[src/rtl/uart_rx_ctrl.sv]
// UART receive-side controller: 16x baud tick generator, FWFT receive FIFO, overrun and irq flags.
// Optional idle-timeout flag built only when UART_RX_TIMEOUT_EN is defined.
module uart_rx_ctrl #(
  parameter int unsigned FIFO_DEPTH    = 16,
  parameter int unsigned DIV_WIDTH     = 16,
  parameter int unsigned DIV_RESET     = 53,
  parameter int unsigned IRQ_LEVEL     = 1,
  parameter int unsigned TIMEOUT_TICKS = 640
) (
  input  logic                          clk,
  input  logic                          rst,
  input  logic                          enable,
  input  logic                          div_wr,
  input  logic [DIV_WIDTH-1:0]          div_data,
  output logic                          baud_pulse,
  input  logic                          uart_rx_done,
  input  logic [7:0]                    rx_data,
  output logic                          rd_valid,
  output logic [7:0]                    rd_data,
  input  logic                          rd_ready,
  output logic [$clog2(FIFO_DEPTH):0]   fifo_count,
  output logic                          overrun,
  input  logic                          clr_overrun,
  output logic                          irq,
  output logic                          rx_timeout
);

  localparam int unsigned PW = $clog2(FIFO_DEPTH);
  localparam int unsigned CW = PW + 1;

  // Elaboration-time parameter sanity checks
  if ((FIFO_DEPTH < 2) || ((FIFO_DEPTH & (FIFO_DEPTH - 1)) != 0)) begin : g_bad_depth
    $error("uart_rx_ctrl: FIFO_DEPTH must be a power of two >= 2");
  end
  if ((IRQ_LEVEL < 1) || (IRQ_LEVEL > FIFO_DEPTH)) begin : g_bad_irq_level
    $error("uart_rx_ctrl: IRQ_LEVEL out of range");
  end
  if (TIMEOUT_TICKS < 1) begin : g_bad_timeout
    $error("uart_rx_ctrl: TIMEOUT_TICKS must be >= 1");
  end

  logic [DIV_WIDTH-1:0] divisor;
  logic [DIV_WIDTH-1:0] baud_cnt;
  logic [7:0]           mem [FIFO_DEPTH];
  logic [PW-1:0]        wr_ptr;
  logic [PW-1:0]        rd_ptr;
  logic                 full_c;
  logic                 pop_c;
  logic                 push_c;
  logic                 ovr_set_c;

  // Baud generator: a divisor write restarts the period from the write edge
  always_ff @(posedge clk) begin
    if (rst) begin
      divisor    <= DIV_WIDTH'(DIV_RESET);
      baud_cnt   <= '0;
      baud_pulse <= 1'b0;
    end else if (div_wr) begin
      divisor    <= div_data;
      baud_cnt   <= '0;
      baud_pulse <= 1'b0;
    end else if (!enable) begin
      baud_cnt   <= '0;
      baud_pulse <= 1'b0;
    end else if (baud_cnt == divisor) begin
      baud_cnt   <= '0;
      baud_pulse <= 1'b1;
    end else begin
      baud_cnt   <= baud_cnt + DIV_WIDTH'(1);
      baud_pulse <= 1'b0;
    end
  end

  assign full_c    = (fifo_count == CW'(FIFO_DEPTH));
  assign pop_c     = rd_valid & rd_ready;
  assign push_c    = uart_rx_done & enable & (~full_c | pop_c);
  assign ovr_set_c = uart_rx_done & enable & full_c & ~pop_c;

  assign rd_valid  = (fifo_count != '0);
  assign rd_data   = mem[rd_ptr];

  // Storage carries no reset; contents are don't-care until written
  always_ff @(posedge clk) begin
    if (!rst && push_c) begin
      mem[wr_ptr] <= rx_data;
    end
  end

  always_ff @(posedge clk) begin
    if (rst) begin
      wr_ptr     <= '0;
      rd_ptr     <= '0;
      fifo_count <= '0;
    end else begin
      if (push_c) wr_ptr <= wr_ptr + PW'(1);
      if (pop_c)  rd_ptr <= rd_ptr + PW'(1);
      if (push_c && !pop_c)      fifo_count <= fifo_count + CW'(1);
      else if (pop_c && !push_c) fifo_count <= fifo_count - CW'(1);
    end
  end

  // A set event wins over a same-cycle clear
  always_ff @(posedge clk) begin
    if (rst)              overrun <= 1'b0;
    else if (ovr_set_c)   overrun <= 1'b1;
    else if (clr_overrun) overrun <= 1'b0;
  end

`ifdef UART_RX_TIMEOUT_EN
  localparam int unsigned TW = $clog2(TIMEOUT_TICKS + 1);
  logic [TW-1:0] to_cnt;

  // Idle timer runs only while bytes sit unread and nothing moves
  always_ff @(posedge clk) begin
    if (rst) begin
      to_cnt     <= '0;
      rx_timeout <= 1'b0;
    end else begin
      if (push_c || pop_c || !rd_valid) to_cnt <= '0;
      else if (baud_pulse && (to_cnt != TW'(TIMEOUT_TICKS))) to_cnt <= to_cnt + TW'(1);
      if (pop_c)                               rx_timeout <= 1'b0;
      else if (to_cnt == TW'(TIMEOUT_TICKS))   rx_timeout <= 1'b1;
    end
  end
`else
  assign rx_timeout = 1'b0;
`endif

  always_ff @(posedge clk) begin
    if (rst) irq <= 1'b0;
    else     irq <= (fifo_count >= CW'(IRQ_LEVEL)) | rx_timeout;
  end

endmodule
[config.mk]
export PLATFORM = sky130hd
export DESIGN_NAME = uart_rx_ctrl
export DESIGN_NICKNAME = d
export VERILOG_FILES = /design/src/rtl/uart_rx_ctrl.sv
export SDC_FILE = /design/constraint.sdc
export NUM_CORES = 1
export LEC_CHECK = 0
export CAP_MARGIN = 20
export CORE_ASPECT_RATIO = 0.6
export CORE_UTILIZATION = 45
export DETAILED_ROUTE_END_ITERATION = 8
export HOLD_SLACK_MARGIN = 0.08
export PLACE_DENSITY = 0.78
export SYNTH_ARGS = -nofsm -noshare
export SYNTH_HDL_FRONTEND = slang
export SYNTH_SLANG_ARGS = --single-unit
[constraint.sdc]
create_clock -name clk -period 2.19 [get_ports clk]
set_input_delay 0.438 -clock clk [delete_from_list [all_inputs] [get_ports clk]]
set_output_delay 0.438 -clock clk [all_outputs]
set_load 0.01 [all_outputs]
==> impl_metrics.toml <==
[status]
outcome = "finished, violations left"
violations = "design-rule violations, negative setup slack"

[routing]
dr.pass1.iters = 7
top_layer_used = "met4"
wl_per_cell_um = 20.7
drt-met1-wl_mm = 7.01
wl_met2_mm = 7.68
wl_mm = 16.2
drt_drc_violations_left = 1
ant_nets = 0
num_vias = 4414
drt-vias-per-instance = 5.62
drt-initial-drc-count = 353
wl_met3_mm = 1.22

[floorplan]
ioPinCount = 49
rows = 35
start_util = 0.467
core_um2 = 15600
die_h_um = 100
die_x_um = 166
dieArea_um2 = 16700

[logic_synthesis]
synth_top_area_frac = 0.528
synth-seq-cells = 180
syn_avg_cell_area_um2 = 15.4
yosysSeqAreaShare = 0.671
synthesis.nets = 514
yosysUniqueCellTypes = 41
syn_inst = 472
synth_top_area_cell = "edfxtp_1"
yosys_warnings = 0
synth.area.top_cells = "edfxtp_1 (53%), dfxtp_1 (14%), mux4_2 (9.9%), xnor2_1 (3.6%), nor2_1 (2.5%)"
syn_area_um2 = 7270

[worst_setup_path]
rrSetupSlack_ps = 60
worstSetupEndpoint = "rd_data[4]"
arrival_ps = 2080
crit_type = "flip-flop to output pin"
r2r-end = "fifo_count[2]"
start_kind = "flip-flop"
r2r_cells = 9
cp.required_ps = 1750
worstPathMaxFanout = 5
endpoint_kind = "output pin"
rr_startpoint = "fifo_count[0]"

[power_and_ir_drop]
seqPwrFrac = 0.418
p_clk_frac = 0.314
power.leakage_nw = 3.03
power_frac_comb = 0.267
p_total_mw = 9.29
p_per_area_nw_per_um2 = 1020
switching_share = 0.281
p_sw_mw = 2.61
irDropWorstVdd_uv = 603
p_int_mw = 6.68

[global_routing]
grt-ovfl-total = 0
grt_max_degree = 26
antenna_found_initial = 0
grt_pass1_vias = 4528
grt_pass1_wl_mm = 25.5
grt_usage = 0.208

[sta]
hold_viol = 0
finalMaxSlewViolations = 0
tns_ps = -2180
slew_headroom = 0.409
fin_crit_sh = 1.15
fmax_ghz = 0.396
fin_skew_ps = 10.5
fin_ws_ps = -332
worst_slew_pin_slew_ps = 883
final-setup-viol-count = 8
min_period_ps = 2520
rsz0062_at_grt = "yes"

[clocking]
numClockSinks = 180
clockBufferDepth = 2
cts_root_buf = "clkbuf_16"
clk_latency_ps = 420
ctsHoldBuffers = 0
cts_tree = "built"
clk_pin_slew_worst_paths_ps = 70
cts_buffers = 17
htree_levels = 4

[placed_design]
dpl.hpwl_mm = 10.3
place.gp.congestion = 0.825
pre_cts_slack_ps = -245
portBuffers = 47

[worst_hold_path]
whs_path_depth = 2
hold_class = "flip-flop to flip-flop"

[layout]
fin_nets = 611
num_antenna_cells = 0
areaGrowthSynthToFinish_pct = 25.1
final_common_cell = "edfxtp_1"
mostFrequentLayoutCells = "edfxtp_1 (128), dfxtp_1 (49), nor2_1 (48), buf_4 (46), clkdlybuf4s50_1 (38)"
layout-drive-gt1-share = 0.280

[flow_run]
cap_violations = 0
-- power groups by stage --
stage / combinational, mW / sequential, mW / clock [mW]
2_1_floorplan: 1.25 / 3.95 / 0
3_3_place_gp: 2.07 / 3.92 / 0
3_5_place_dp: 2.11 / 3.93 / 0
4_1_cts: 2.53 / 3.88 / 2.96
5_1_grt: 2.65 / 3.90 / 3.11
6_report: 2.48 / 3.89 / 2.92
-- final cells by class --
class,count,area (µm²)
sequential,180,4900
clock inverter,14,140
timing repair buffer,101,958
clock buffer,18,429
tap,203,254
inverter,7,26.3
multi-input combinational,262,2390
fill,1164,6490
-- flip-flops by register name, summed over array words and instances (netlist names), named ones only --
name	cells
wr_ptr	4
baud_pulse	1
irq	1
overrun	1
divisor	16
fifo_count	5
rd_ptr	4
baud_cnt	16
mem	128
-- how the worst min path moves through the flow --
stage / startpoint / end / slack, ps
after floorplan: rd_ptr[1] / flip-flop / 460
after global placement: rd_ptr[1] / rd_ptr[1] / 490
after detailed placement: rd_ptr[1] / flip-flop / 510
after CTS: rd_ptr[1] / flip-flop / 520
after global routing: divisor[9] / divisor[9] / 550
final: divisor[8] / divisor[8] / 520
-- cell usage after synthesis --
library cell and count:
a22oi_1 16, a211oi_2 2, a211o_1 5, nor4b_2 1
or3_4 1, or3b_1 1, nand4_1 9, a21oi_1 7
clkbuf_1 13, buf_4 1, xor2_1 8, a211oi_1 1
nand3_2 1, or4_1 1, nor2b_1 8, nor3_1 18
or4b_1 2, nand3_4 1, buf_1 4, xnor2_1 30
or3_1 4, nand3b_1 1, o21ai_0 3, ha_1 11
nand3_1 6, nand2_1 21, a41oi_1 1, and2_1 1
conb_1 1, nor3b_1 1, and4_1 1, inv_1 7
edfxtp_1 128, nor4_4 1, buf_2 5, and3_1 1
nor2_1 48, mux2i_1 14, nor4_1 3, dfxtp_1 52
mux4_2 32
-- routing by layer --
| layer | vias up | GRT usage |
|---|---|---|
| li1 | 1994 | - |
| met1 | 2204 | 0.269 |
| met2 | 184 | 0.335 |
| met3 | 32 | 0.0605 |
| met4 | 0 | 0.0776 |
| met5 | - | 0 |
-- logic make-up (layout without fill, tap and decap cells) --
family,count (synthesis),in the layout,synth area share
AO/OA/AOI/OAI,35,35,0.0351
flip-flops,180,180,0.671
buffers and inverters,30,140,0.0169
AND/OR/NAND/NOR,131,131,0.0931
multiplexers,46,46,0.118
XOR/XNOR,38,38,0.0458
adder cells (fa/ha/maj),11,11,0.0189
other,1,1,0.000516
-- through the flow --
step                 util  instances  area, µm²  hold WS, ps
floorplan               -        472       7310          463
global placement    0.534        746       8320          488
detailed placement  0.534        746       8320          510
CTS                 0.585        787       9120          519
global route        0.584        785       9100          553
finish              0.584        785       9100          522
-- critical path, cell delays in order, from the launching register on --
cell	delay (ps)
dfxtp_4	450
buf_12	140
buf_16	120
mux4_2	510
a22oi_2	200
nand2_1	100
buf_6	130
-- what timing repair did --
action | in CTS | in global routing
hold endpoints to repair | 0 | 0
setup endpoints to repair | 10 | 10
resized for setup | 59 | 9
buffers inserted | 5 | 0
cloned | 4 | 0
pin swaps | 17 | 12
Note: power is estimated with default switching activity, not from simulation.
